--- config.mk ---
export PLATFORM = sky130hd
export DESIGN_NAME = wb_hid_report_queue
export DESIGN_NICKNAME = d
export VERILOG_FILES = /design/src/rtl/wb_hid_queue_pkg.sv /design/src/rtl/hid_report_fifo.sv /design/src/rtl/wb_hid_report_queue.sv
export SDC_FILE = /design/constraint.sdc
export NUM_CORES = 1
export LEC_CHECK = 0
export BUFFER_PORTS_ARGS = -buffer_cell sky130_fd_sc_hd__buf_2
export CAP_MARGIN = 20
export CORE_ASPECT_RATIO = 1.25
export CORE_UTILIZATION = 45
export CTS_CLUSTER_SIZE = 12
export DETAILED_ROUTE_END_ITERATION = 12
export SYNTH_ARGS = -nofsm -noshare
export SYNTH_HDL_FRONTEND = slang
export SYNTH_SLANG_ARGS = --single-unit
--- constraint.sdc ---
create_clock -name wb_clk -period 4.75 [get_ports wb_clk]
set_clock_uncertainty 0.2 [all_clocks]
set_input_delay 0 -clock wb_clk [delete_from_list [all_inputs] [get_ports wb_clk]]
set_output_delay 0 -clock wb_clk [all_outputs]
set_load 0.05 [all_outputs]
--- src/rtl/wb_hid_queue_pkg.sv ---
// Shared constants for the HID report queue: register map, control/status bit
// positions and the layout of one queued entry.
package wb_hid_queue_pkg;

  localparam int ENTRY_W    = 69;
  localparam int REPORT_LSB = 0;
  localparam int TYP_LSB    = 64;
  localparam int CONERR_BIT = 66;
  localparam int CH_LSB     = 67;

  localparam logic [3:0] ADR_CTRL      = 4'd0;
  localparam logic [3:0] ADR_STATUS    = 4'd1;
  localparam logic [3:0] ADR_LEVEL     = 4'd2;
  localparam logic [3:0] ADR_HEAD_INFO = 4'd3;
  localparam logic [3:0] ADR_HEAD_LO   = 4'd4;
  localparam logic [3:0] ADR_HEAD_HI   = 4'd5;
  localparam logic [3:0] ADR_POP       = 4'd6;
  localparam logic [3:0] ADR_DROP_CNT  = 4'd7;

  localparam int CTRL_IEN        = 0;
  localparam int CTRL_MODE       = 1;
  localparam int CTRL_AUTOPOP    = 2;
  localparam int CTRL_THRESH_LSB = 8;
  localparam int CTRL_EN_LSB     = 16;

  localparam int STATUS_COND = 0;
  localparam int STATUS_OVF  = 1;

  function automatic logic [ENTRY_W-1:0] pack_entry(
    input logic [1:0]  ch,
    input logic        conerr,
    input logic [1:0]  typ,
    input logic [63:0] report
  );
    return {ch, conerr, typ, report};
  endfunction

endpackage

--- src/rtl/hid_report_fifo.sv ---
// Synchronous FIFO with a combinational head; push is refused while full and
// pop is refused while empty, both judged on the registered count.
module hid_report_fifo #(
  parameter int WIDTH = 69,
  parameter int DEPTH = 16
) (
  input  logic                     wb_clk,
  input  logic                     sys_rst_n,
  input  logic                     push,
  input  logic [WIDTH-1:0]         push_data,
  input  logic                     pop,
  output logic [WIDTH-1:0]         head,
  output logic [$clog2(DEPTH):0]   count,
  output logic                     full,
  output logic                     empty
);
  localparam int AW = $clog2(DEPTH);

  logic [WIDTH-1:0] mem [DEPTH];
  logic [AW-1:0]    wr_ptr;
  logic [AW-1:0]    rd_ptr;
  logic             do_push;
  logic             do_pop;

  assign full    = (count == (AW+1)'(DEPTH));
  assign empty   = (count == '0);
  assign do_push = push & ~full;
  assign do_pop  = pop & ~empty;
  assign head    = mem[rd_ptr];

  // Storage has no reset; an empty FIFO never exposes it.
  always_ff @(posedge wb_clk) begin
    if (do_push) mem[wr_ptr] <= push_data;
  end

  always_ff @(posedge wb_clk or negedge sys_rst_n) begin
    if (!sys_rst_n) begin
      wr_ptr <= '0;
      rd_ptr <= '0;
      count  <= '0;
    end else begin
      if (do_push) wr_ptr <= wr_ptr + 1'b1;
      if (do_pop)  rd_ptr <= rd_ptr + 1'b1;
      case ({do_push, do_pop})
        2'b10:   count <= count + 1'b1;
        2'b01:   count <= count - 1'b1;
        default: count <= count;
      endcase
    end
  end

endmodule

--- src/rtl/wb_hid_report_queue.sv ---
// Wishbone slave collecting HID reports from up to four channels into one FIFO,
// with per-channel pending registers, round-robin arbitration and an IRQ.
module wb_hid_report_queue
  import wb_hid_queue_pkg::*;
#(
  parameter int NUM_CH = 2,
  parameter int DEPTH  = 16
) (
  input  logic                  wb_clk,
  input  logic                  sys_rst_n,
  input  logic [NUM_CH-1:0]     ch_report_stb,
  input  logic [2*NUM_CH-1:0]   ch_typ,
  input  logic [NUM_CH-1:0]     ch_conerr,
  input  logic [64*NUM_CH-1:0]  ch_report,
  output logic                  irq,
  input  logic [3:0]            wbs_adr,
  input  logic [31:0]           wbs_dat_w,
  output logic [31:0]           wbs_dat_r,
  input  logic [3:0]            wbs_sel,
  input  logic                  wbs_cyc,
  input  logic                  wbs_stb,
  input  logic                  wbs_we,
  output logic                  wbs_ack,
  output logic                  wbs_stall,
  output logic                  wbs_err
);
  localparam int MAX_CH = 4;
  localparam int CW     = $clog2(DEPTH) + 1;
  localparam logic [3:0] EN_MASK = 4'((1 << NUM_CH) - 1);

  logic               ien, mode, autopop, ovf;
  logic [7:0]         thresh;
  logic [3:0]         en;
  logic [15:0]        drop_cnt;

  logic [MAX_CH-1:0]  pend;
  logic [ENTRY_W-1:0] pend_data [MAX_CH];
  logic [1:0]         rr;

  logic [MAX_CH-1:0]  stb_ext, conerr_ext, cap, drop;
  logic [1:0]         typ_ext    [MAX_CH];
  logic [63:0]        report_ext [MAX_CH];

  logic               win_valid, push;
  logic [1:0]         win_idx, rr_next;
  logic [2:0]         cand, rr_inc, ndrop;
  logic [16:0]        drop_sum;

  logic               wb_wr, wb_rd, pop_req, cond;
  logic [ENTRY_W-1:0] head;
  logic [CW-1:0]      fifo_count;
  logic               fifo_full, fifo_empty;
  logic [8:0]         level;
  logic               unused_sig;

  // Channels above NUM_CH are padded to zero so the arbiter is always 4 wide.
  always_comb begin
    stb_ext    = '0;
    conerr_ext = '0;
    for (int c = 0; c < MAX_CH; c++) begin
      typ_ext[c]    = '0;
      report_ext[c] = '0;
    end
    for (int c = 0; c < NUM_CH; c++) begin
      stb_ext[c]    = ch_report_stb[c];
      conerr_ext[c] = ch_conerr[c];
      typ_ext[c]    = ch_typ[2*c +: 2];
      report_ext[c] = ch_report[64*c +: 64];
    end
  end

  always_comb begin
    win_valid = 1'b0;
    win_idx   = '0;
    cand      = '0;
    for (int i = 0; i < NUM_CH; i++) begin
      cand = {1'b0, rr} + 3'(i);
      if (cand >= 3'(NUM_CH)) cand = cand - 3'(NUM_CH);
      if (!win_valid && pend[cand[1:0]]) begin
        win_valid = 1'b1;
        win_idx   = cand[1:0];
      end
    end
  end

  assign push    = win_valid & ~fifo_full;
  assign rr_inc  = {1'b0, win_idx} + 3'd1;
  assign rr_next = (rr_inc >= 3'(NUM_CH)) ? 2'd0 : rr_inc[1:0];

  // A strobe on the channel being pushed this cycle refills its slot, not a drop.
  always_comb begin
    cap   = '0;
    drop  = '0;
    ndrop = '0;
    for (int c = 0; c < MAX_CH; c++) begin
      cap[c]  = stb_ext[c] & en[c] & (typ_ext[c] != 2'b00);
      drop[c] = cap[c] & pend[c] & ~(push & (win_idx == 2'(c)));
      ndrop   = ndrop + 3'(drop[c]);
    end
  end

  assign drop_sum = {1'b0, drop_cnt} + 17'(ndrop);

  always_ff @(posedge wb_clk or negedge sys_rst_n) begin
    if (!sys_rst_n) begin
      pend <= '0;
      rr   <= '0;
      for (int c = 0; c < MAX_CH; c++) pend_data[c] <= '0;
    end else begin
      for (int c = 0; c < MAX_CH; c++) begin
        if (cap[c]) begin
          pend[c]      <= 1'b1;
          pend_data[c] <= pack_entry(2'(c), conerr_ext[c], typ_ext[c], report_ext[c]);
        end else if (push && (win_idx == 2'(c))) begin
          pend[c] <= 1'b0;
        end
      end
      if (push) rr <= rr_next;
    end
  end

  hid_report_fifo #(
    .WIDTH (ENTRY_W),
    .DEPTH (DEPTH)
  ) u_fifo (
    .wb_clk    (wb_clk),
    .sys_rst_n (sys_rst_n),
    .push      (push),
    .push_data (pend_data[win_idx]),
    .pop       (pop_req),
    .head      (head),
    .count     (fifo_count),
    .full      (fifo_full),
    .empty     (fifo_empty)
  );

  assign wb_wr   = wbs_cyc & wbs_stb & wbs_we;
  assign wb_rd   = wbs_cyc & wbs_stb & ~wbs_we;
  assign pop_req = (wb_wr && wbs_adr == ADR_POP) ||
                   (wb_rd && wbs_adr == ADR_HEAD_HI && autopop);

  always_ff @(posedge wb_clk or negedge sys_rst_n) begin
    if (!sys_rst_n) begin
      ien      <= 1'b0;
      mode     <= 1'b0;
      autopop  <= 1'b0;
      thresh   <= '0;
      en       <= '0;
      ovf      <= 1'b0;
      drop_cnt <= '0;
      wbs_ack  <= 1'b0;
    end else begin
      wbs_ack <= wbs_stb & wbs_cyc;
      if (wb_wr && wbs_adr == ADR_CTRL) begin
        ien     <= wbs_dat_w[CTRL_IEN];
        mode    <= wbs_dat_w[CTRL_MODE];
        autopop <= wbs_dat_w[CTRL_AUTOPOP];
        thresh  <= wbs_dat_w[CTRL_THRESH_LSB +: 8];
        en      <= wbs_dat_w[CTRL_EN_LSB +: 4] & EN_MASK;
      end
      // Software clears take priority over a drop in the same cycle.
      if (wb_wr && wbs_adr == ADR_DROP_CNT) drop_cnt <= '0;
      else if (|drop) drop_cnt <= drop_sum[16] ? 16'hFFFF : drop_sum[15:0];
      if (wb_wr && wbs_adr == ADR_STATUS && wbs_dat_w[STATUS_OVF]) ovf <= 1'b0;
      else if (|drop) ovf <= 1'b1;
    end
  end

  assign level = 9'(fifo_count);
  assign cond  = mode ? ((level >= {1'b0, thresh}) && (thresh != 8'd0))
                      : (level != 9'd0);
  assign irq   = ien & (cond | ovf);

  always_comb begin
    wbs_dat_r = '0;
    case (wbs_adr)
      ADR_CTRL:      wbs_dat_r = {12'h0, en, thresh, 5'h0, autopop, mode, ien};
      ADR_STATUS:    wbs_dat_r = {30'h0, ovf, cond};
      ADR_LEVEL:     wbs_dat_r = {23'h0, level};
      ADR_HEAD_INFO: if (!fifo_empty)
                       wbs_dat_r = {1'b1, 25'h0, head[CH_LSB +: 2], 1'b0,
                                    head[CONERR_BIT], head[TYP_LSB +: 2]};
      ADR_HEAD_LO:   if (!fifo_empty) wbs_dat_r = head[REPORT_LSB +: 32];
      ADR_HEAD_HI:   if (!fifo_empty) wbs_dat_r = head[REPORT_LSB + 32 +: 32];
      ADR_DROP_CNT:  wbs_dat_r = {16'h0, drop_cnt};
      default:       wbs_dat_r = '0;
    endcase
  end

  assign wbs_stall  = 1'b0;
  assign wbs_err    = 1'b0;
  assign unused_sig = ^{wbs_sel, wbs_dat_w[31:20], wbs_dat_w[7:3]};

endmodule
### After elaboration in Yosys (flattened, before gate mapping)

Memory sizes are Yosys's and may differ from the RTL's.
Index checks and enable logic that the tools add are counted.

* eq/ne operators: 11
* mux-type cells: 31
* $lt $le $gt $ge: 7
* reduce and logical (&&, ||, !) cells: 26
* bitwise operators: 24
* add/sub/neg operators: 10

Operators by type and width (count)
* $pmux W32 S7: 1
* $bmux W69 S2: 1
* $mux W69: 2
* $mux W32: 3
* $mux W16: 3
* $add A16 B2 Y17: 1
* $and A1 B1 Y1: 17
* $eq A4 B3 Y1 const B: 4
* $reduce_bool A2 Y1: 7
* $mux W1: 13
* $logic_and A1 B1 Y1: 11
* $mux W2: 5
* $pmux W5 S2: 1
* $reduce_bool A9 Y1: 1
* $add A4 B1 Y4 const B: 2
* $eq A4 B2 Y1 const B: 2
* $ge A5 B8 Y1: 1
* $reduce_bool A8 Y1: 1
* $add A2 B1 Y3 const B: 2
* $ge A3 B2 Y1 const B: 2
* $lt A2 B3 Y1 const B: 2
* $add A5 B1 Y5 const B: 1
* $eq A5 B5 Y1 const B: 1
* $logic_not A5 Y1: 1
* 17 further kinds: 24

* input bits: 181
* output and inout bits: 36
* memories: 1
* logic and storage cells: 126
* RAM bits: 1104
* flip-flop bits (word level): 183

Memory list
* u_fifo.mem: words 16, bits a word 69, read ports 1, clocked after Yosys merged registers in 0, write ports 1, RTL line hid_report_fifo.sv:19 `logic [WIDTH-1:0] mem [DEPTH];`

### Depth between registers and ports, before layout

Gate-level depths: netlist of run 1.

* depth after elaboration: 17
* depth in mapped cells: 17
* gate-level depth less buffers: 15

### Modules after synthesis

From an unflattened synthesis of run 1, not the netlist that was laid out.

* cells, all modules: 2965
* area total of the unflattened synthesis: 51506.9 µm²

Modules (own cells, without submodules)
* hid_report_fifo: area each 43031.3 µm², times used 1, cells an instance 2143, sequential area each 33477.1 µm²
* wb_hid_report_queue: area each 8475.6 µm², times used 1, cells an instance 822, sequential area each 4254.1 µm²

### Worst setup path before layout of run 1

No wires, ideal clock.

* kind: register -> register
* from: register u_fifo.count[1]
* to: memory u_fifo.mem[10][0] (enable)
* path buffers: 1
* setup slack: 1.121 ns
* arrival: 2.996 ns
* cell stages (with the launch flop): 8
* library setup time: 0.433 ns
* cell sequence: dfrtp_1 > nor4_1 > nand2_1 > o21a_1 > clkbuf_1 > inv_1 > nor3b_1 > and2_1

* longest elaborated chain between the ends: 6

Ends and longest elaborated chain
* start, declared: RTL line hid_report_fifo.sv:13 `output logic [$clog2(DEPTH):0] count,`
* start signal, assigned: RTL line hid_report_fifo.sv:45 `2'b10: count <= count + 1'b1;`
* start signal, assigned: RTL line hid_report_fifo.sv:46 `2'b01: count <= count - 1'b1;`
* start signal, assigned: RTL line hid_report_fifo.sv:47 `default: count <= count;`
* $eq A5 B5 Y1 (*): RTL line hid_report_fifo.sv:25 `assign full = (count == (AW+1)'(DEPTH));`
* $not A1 Y1 (*): RTL line hid_report_fifo.sv:27, wb_hid_report_queue.sv:86
* $and A1 B1 Y1: RTL line wb_hid_report_queue.sv:86 `assign push = win_valid & ~fifo_full;`
* $and A1 B1 Y1 (*): RTL line hid_report_fifo.sv:27 `assign do_push = push & ~full;`
* $mux W1 (*): RTL line hid_report_fifo.sv:33 `if (do_push) mem[wr_ptr] <= push_data;`
* $mux W1 (not written as such) (*): RTL line hid_report_fifo.sv:33
* end, declared: RTL line hid_report_fifo.sv:19

Mark *: on every way between the ends. The rest lies on a longest branch, timed or not.

### Worst setup path after layout of run 1

* from: register u_fifo.count[1]
* to: output port wbs_dat_r[15]

* longest elaborated chain between the ends: 3
* elaborated cells on any way between the ends: 4
* those cells by class: mux (3); reduce/logical (1)

Ends and longest elaborated chain
* $logic_not A5 Y1 (*): RTL line hid_report_fifo.sv:26 `assign empty = (count == '0);`
* $mux W32, on equally long branches: RTL line wb_hid_report_queue.sv:184, wb_hid_report_queue.sv:183
* $pmux W32 S7 (*): RTL line wb_hid_report_queue.sv:176 `case (wbs_adr)`
* end, declared: RTL line wb_hid_report_queue.sv:18 `output logic [31:0] wbs_dat_r,`

Marks and branches as above.

==> flow_metrics.tcl, run 1 <==
set metrics [dict create \
    avgSynthCellArea_um2 19.5 \
    synth_edf_count 1088 \
    syn-cell-area_um2 50200 \
    vias_per_cell 5.79 \
    hold_depth 4 \
    clockBufferDepth 3 \
    max_freq_mhz 228 \
    grt_first_pass_wirelength_mm 193 \
    reg2reg_depth 11 \
    max_slew_margin 0.224 \
    vias 27329 \
    drc 0 \
    min_to "pend_data[204]$_DFFE_PN0P_" \
    drive_gt1_frac 0.271 \
    synthCells 2582 \
    required_ns 4.55 \
    finalInstanceArea_um2 60600 \
    grt_overflow_total 0 \
    yosysSeqAreaShare 0.741 \
    portBuffers 191 \
    cp-end-kind "output pin" \
    vdd_drop_max_v 0.000450 \
    utilization 0.549 \
    final_nets 3372 \
    synth_seq_cells 1271 \
    arrival_ns 4.19 \
    rsz0062_at_grt "no" \
    min_path_type "primary input to register" \
    maxCapViolations 0 \
    dp_hpwl_mm 73.2 \
    start_util 0.456 \
    die-area_um2 113000 \
    path_max_fanout 14 \
    die_x_um 301 \
    numClockSinks 1271 \
    ys.flop_type "edfxtp_1" \
    p_total_mw 34.5 \
    clk_latency_ns 0.75 \
    grt_max_degree 111 \
    finalCriticalPeriod_ns 4.39 \
    ys.warnings.count 0 \
    final-hold-violation-count 0 \
    drv_slew 0 \
    p_per_area_nw_per_um2 569 \
    r2r-end "drop_cnt[7]$_DFFE_PN0P_" \
    firstDrtPassIters 7 \
    setup_viol 0 \
    root_buffer "clkbuf_16" \
    hp-start "ch_report_stb[1]" \
    cp_cell_sequence "or4_4 -> nor2_1 -> nor2_2 -> buf_4 -> a222oi_1 -> o21ai_1 -> buf_2" \
    areaGrowthSynthToFinish_pct 20.6 \
    tritoncts "yes" \
    critical_path_class "register to output pin" \
    routed_wl_mm 132 \
    rows 136 \
    crit_path_start_kind "register" \
    grtUsageTotal 0.238 \
    drtIter0Drc 2460 \
    fin_crit_sh 0.925 \
    yosys.cell_types.count 66 \
    max_stage_delay_ns 0.65 \
    async_flop_share 0.144 \
    ctsResizeCount 0 \
    p_leak_nw 21.1 \
    cts_htree_levels 4 \
    clkSlewWorstSetupHoldPaths_ns 0.06 \
    crit_slowest_cell "a222oi_1" \
    cts_made_buffers 132 \
    ioPinCount 217 \
    multi_input_comb_area_um2 12300 \
    fillers 8419 \
    placed_area_um2 53100 \
    wl_per_cell_um 28.0 \
    antenna_left 0 \
    tns_ns 0 \
    grt_pass1_vias 29174 \
    worst-slew-pin-transition_ns 1.16 \
    r2r-start "u_fifo.count[1]$_DFFE_PN0P_" \
    die_h_um 376 \
    core_region_area_um2 110000 \
    r2r_slack_ns 0.92 \
    status "finished clean" \
    place.gp.congestion 0.873 \
    antenna_found_initial 3 \
    seqCellArea_um2 37300 \
]
==> how the worst max path moves through the flow <==
stage,from,end,cells past startpoint
final,u_fifo.count[1]$_DFFE_PN0P_,wbs_dat_r[15],7
after global routing,u_fifo.rd_ptr[0]$_DFFE_PN0P_,wbs_dat_r[14],7
after CTS,u_fifo.rd_ptr[0]$_DFFE_PN0P_,wbs_dat_r[8],7
after detailed placement,u_fifo.count[1]$_DFFE_PN0P_,drop_cnt[9]$_DFFE_PN0P_,12
after global placement,u_fifo.count[1]$_DFFE_PN0P_,drop_cnt[7]$_DFFE_PN0P_,12
after floorplan,u_fifo.count[1]$_DFFE_PN0P_,u_fifo.mem[10][0]$_DFFE_PP_,7
==> cell families after synthesis <==
| family | synth area share |
|---|---|
| and+or+nand+nor | 0.0356 |
| other | 0.000149 |
| DFF | 0.741 |
| AOI/OAI and AO/OA | 0.0292 |
| adders and majority gates | 0.00528 |
| muxes | 0.170 |
| xor gates and xnor gates | 0.00192 |
| buffers and inverters | 0.0162 |
==> report_power, final <==
group / total [mW] / switching (mW) / internal (mW)
registers: 16.8 / 0.692 / 16.1
clock network: 9.90 / 4.19 / 5.71
logic: 7.78 / 5.06 / 2.72
==> routing by layer <==
metal | wire length, um | vias to the layer above | global-route usage | part of all wire
li1 | - | 11557 | - | -
met1 | 51400 | 14624 | 0.295 | 0.39
met2 | 69200 | 927 | 0.418 | 0.52
met3 | 7290 | 221 | 0.0393 | 0.055
met4 | 4330 | 0 | 0.0860 | 0.033
met5 | 0 | - | 0 | 0
==> layout by cell type (no fill, tap or decap), types with 18 or more instances in the layout <==
master and instances:
buf_4 53, clkbuf_1 60, o21ai_0 29, mux4_2 270, ha_1 18, clkbuf_16 138, buf_12 18, mux2_2 148
a21oi_1 30, inv_1 21, buf_2 190, nor2_1 34, mux2i_1 81, edfxtp_1 1088, nand2_1 281, a221oi_1 27
dfrtp_1 179, a211oi_1 18, dlygate4sd3_1 328
==> per-stage QoR <==
step	setup slack, ns	hold WS, ns	instances
5_1_grt	0.164	0.0454	4723
6_report	0.356	0.0638	4723
3_5_place_dp	0.968	-0.139	4156
4_1_cts	0.284	0.0179	4721
3_3_place_gp	0.982	-0.156	4156
2_1_floorplan	1.12	-0.496	2585
==> cell usage after synthesis, drive strengths merged (15+ instances only) <==
library cell / n / share of area
edfxtp: 1088 / 0.65
nand2: 281 / 0.021
mux4: 270 / 0.12
dfrtp: 183 / 0.091
mux2: 148 / 0.033
mux2i: 81 / 0.016
clkbuf: 73 / 0.0055
buf: 67 / 0.0090
o21ai: 38 / 0.0038
nor2: 36 / 0.0027
a21oi: 30 / 0.0030
a221oi: 27 / 0.0047
inv: 24 / 0.0018
and2: 20 / 0.0025
a211oi: 18 / 0.0027
ha: 18 / 0.0045
a31oi: 16 / 0.0020
nor2b: 16 / 0.0020
nor3: 15 / 0.0016
==> final cells by class <==
class | count | share of cell area
Inverter | 24 | 0.00151
Tap cell | 1449 | 0.0299
Sequential cell | 1271 | 0.615
Clock inverter | 27 | 0.00465
Antenna cell | 1 | 0.0000413
Timing Repair Buffer | 592 | 0.0833
Clock buffer | 209 | 0.0632
Multi-Input combinational cell | 1150 | 0.202
==> flip-flops by register name (all words and copies together) (netlist names) <==
register	count
autopop	1
drop_cnt	16
en	2
ien	1
mode	1
ovf	1
pend	2
pend_data	135
rr	2
thresh	8
u_fifo.count	5
u_fifo.mem	1088
u_fifo.rd_ptr	4
u_fifo.wr_ptr	4
wbs_ack	1
==> worst max-delay path: cells and delay by family, from the launching register on <==
family,cells,cell delay (ns)
buffers and inverters,2,0.61
and+or+nand+nor,3,1.33
AOI/OAI and AO/OA,2,1.02
DFF,1,0.49
==> repair_timing <==
item | in CTS | in global routing
buffers inserted | 0 | 0
endpoints found under the hold margin | 352 | 0
hold buffers | 329 | 0
Power figures use the tool's default switching activity.
==> run 2: changes to the inputs <==
Settings changed: RECOVER_POWER from default to 25, SYNTH_HIERARCHICAL from default to 1.
==> run 2 against run 1 <==
The flow now finishes with violations (capacitance limit, slew limit). First-iteration DRC count rose by 6.0%. Clock-buffer cell count fell by 7. Hold slack got worse by 0.036 ns. Die area rose by 2.5%. Register-to-register slack got worse by 0.70 ns. Sequential share of layout area fell by 1.0 points. Final area rose by 3.0%. Synthesized area rose by 2.5%. Core utilization rose by 0.071 points. Fmax fell by 5.7%.
==> flow_metrics.tcl, run 2 <==
set metrics [dict create \
    highest_layer "met5" \
    setup_viol 0 \
    post_cts_buffers 0 \
    cts_htree_levels 4 \
    required_ns 4.55 \
    status "finished with violations" \
    seqCellArea_um2 37700 \
    drc 0 \
    yosys.cell_types.count 66 \
    finalCriticalPeriod_ns 4.66 \
    wl_per_cell_um 26.3 \
    utilization 0.550 \
    place.gp.congestion 0.870 \
    largest_reg_flops 1104 \
    placed_area_um2 54700 \
    met1Wirelength_mm 55.3 \
    route.met3.wl_mm 9.29 \
    critical_path_class "register to output pin" \
    cp_cell_sequence "nand2b_2 -> buf_4 -> o21ai_0 -> a21oi_1 -> o21ai_0 -> nand2_1 -> a222oi_1 -> o22ai_1 -> buf_2" \
    fillers 8677 \
    grt_max_degree 91 \
    ys.warnings.count 6 \
    layout_common_cells "edfxtp_1 (1104), dlygate4sd3_1 (368), nand2_1 (308)" \
    synth_top_area_cell "edfxtp_1" \
    finalInstanceArea_um2 62400 \
    root_buffer "clkbuf_16" \
    synth_top_cells_by_count "edfxtp_1 (1104), nand2_1 (308), mux2_2 (214)" \
    max_freq_mhz 215 \
    crit_path_start_kind "register" \
    path_max_fanout 28 \
    synth_seq_cells 1287 \
    numClockSinks 1287 \
    met2WireLength_mm 68.3 \
    top_regs "u_fifo/mem: 1104 flops, pend_data: 135 flops, drop_cnt: 16 flops" \
    vias_per_cell 5.78 \
    die_h_um 380 \
    grt_first_pass_wirelength_mm 201 \
    min_path_type "primary input to register" \
    synth_edf_count 1104 \
    drive_gt1_frac 0.226 \
    drtIter0Drc 2607 \
    rsz0062_at_grt "no" \
    crit_slowest_cell "dfrtp_2" \
    grtUsageTotal 0.237 \
    grt_overflow_total 0 \
    die-area_um2 116000 \
    hold_ws_ns 0.0275 \
    largest_register "u_fifo/mem" \
    multi_input_comb_area_um2 13000 \
    synth_area_leaders "edfxtp_1 (64%), dfrtp_1 (8.9%), mux4_2 (6.0%)" \
    firstDrtPassIters 5 \
    cp_common_cell "o21ai_0" \
    yosysMostFrequentCell "edfxtp_1" \
    rows 138 \
    final-hold-violation-count 0 \
    yosysSeqAreaShare 0.733 \
    avgSynthCellArea_um2 17.4 \
    start_util 0.454 \
    arrival_ns 4.46 \
    ioPinCount 217 \
    dp_hpwl_mm 73.7 \
    syn-cell-area_um2 51500 \
    cts_made_buffers 135 \
    drv_slew 371 \
    clockBufferDepth 3 \
    antenna_found_initial 3 \
    routed_wl_mm 136 \
    worst-slew-pin-transition_ns 2.38 \
    vdd_drop_max_v 0.000397 \
    p_leak_nw 21.8 \
    fin_crit_sh 0.981 \
    clk_latency_ns 0.77 \
    die_x_um 305 \
    p_per_area_nw_per_um2 559 \
    max_stage_delay_ns 0.86 \
    core_region_area_um2 113000 \
    tritoncts "yes" \
    max_slew_margin -0.588 \
    grt_pass1_vias 31077 \
    synthCells 2965 \
    clkSlewWorstSetupHoldPaths_ns 0.06 \
    maxCapViolations 8 \
    ys.flop_type "edfxtp_1" \
    portBuffers 191 \
    final_common_cell "edfxtp_1" \
    yosysTopAreaCellShare 0.644 \
    final_nets 3804 \
    areaGrowthSynthToFinish_pct 21.2 \
    async_flop_share 0.142 \
    vias 29881 \
    antenna_left 0 \
    failed_checks "capacitance limit, slew limit" \
    cp-end-kind "output pin" \
]
==> run 2: worst max-delay path, delay by kind of cell (launching register included) <==
kind | cells | cell delay (ns)
compound gates | 5 | 1.40
flops | 1 | 0.86
simple gates | 2 | 0.69
buf+inv | 2 | 0.72
==> run 2: path summary, 6_finish.rpt <==
path                                           endpoint  slack [ns]  cells past startpoint                         start
max                                        wbs_dat_r[4]        0.09                      9  u_fifo/rd_ptr[2]$_DFFE_PN0P_
max reg2reg                  pend_data[152]$_DFFE_PN0P_        0.22                      4             en[1]$_DFFE_PN0P_
min in group asynchronous    pend_data[260]$_DFFE_PN0N_        1.31                      4                     sys_rst_n
min                                 pend[0]$_DFFE_PN0P_        0.03                      4                     ch_typ[0]
min reg2reg                  pend_data[205]$_DFFE_PN0P_        0.24                      2    pend_data[205]$_DFFE_PN0P_
max in group asynchronous  u_fifo/rd_ptr[1]$_DFFE_PN0P_        1.26                      4                     sys_rst_n
==> run 2: cell families after synthesis <==
group,count (synthesis),share of synthesized area
adders and majority gates,20,0.00515
buffers and inverters,192,0.0191
AOI/OAI and AO/OA,467,0.0585
xor gates and xnor gates,10,0.00170
muxes,562,0.148
other,2,0.000146
DFF,1287,0.733
and+or+nand+nor,425,0.0350
==> run 2: through the flow <==
step           cells  total power, mW  setup slack (ns)  setup TNS (ns)
2_1_floorplan   2984             21.9            -0.219         -130.38
3_3_place_gp    4565             24.2             0.871               0
3_5_place_dp    4566             24.7             0.920               0
4_1_cts         5170             35.2             0.128               0
5_1_grt         5171             36.3            0.0201               0
6_report        5173             34.9            0.0884               0
==> run 2: final cells by class <==
type | count | area share
antenna | 2 | 0.0000802
clock buffer | 202 | 0.0618
clock inverter | 33 | 0.00437
inverter | 20 | 0.00122
multi-input combinational | 1505 | 0.209
sequential | 1287 | 0.605
tap | 1470 | 0.0295
timing repair buffer | 654 | 0.0897
==> run 2: routing by layer <==
| metal | track usage | vias up |
|---|---|---|
| met3 | 0.0378 | 228 |
| met4 | 0.0670 | 2 |
| met1 | 0.311 | 15564 |
| met2 | 0.407 | 1129 |
| li1 | - | 12958 |
| met5 | 0 | - |
==> run 2: what timing repair did <==
action	4_1_cts	5_1_grt
resized for setup	0	0
hold buffers	369	0
hold endpoints to repair	355	0
==> run 2: report_power, final <==
part           switching, mW  leakage (nW)  total (mW)  internal (mW)
Combinational           5.22          7.50        8.13           2.91
Sequential             0.701          12.3        16.8           16.1
Clock                   4.27          2.00        10.0           5.73
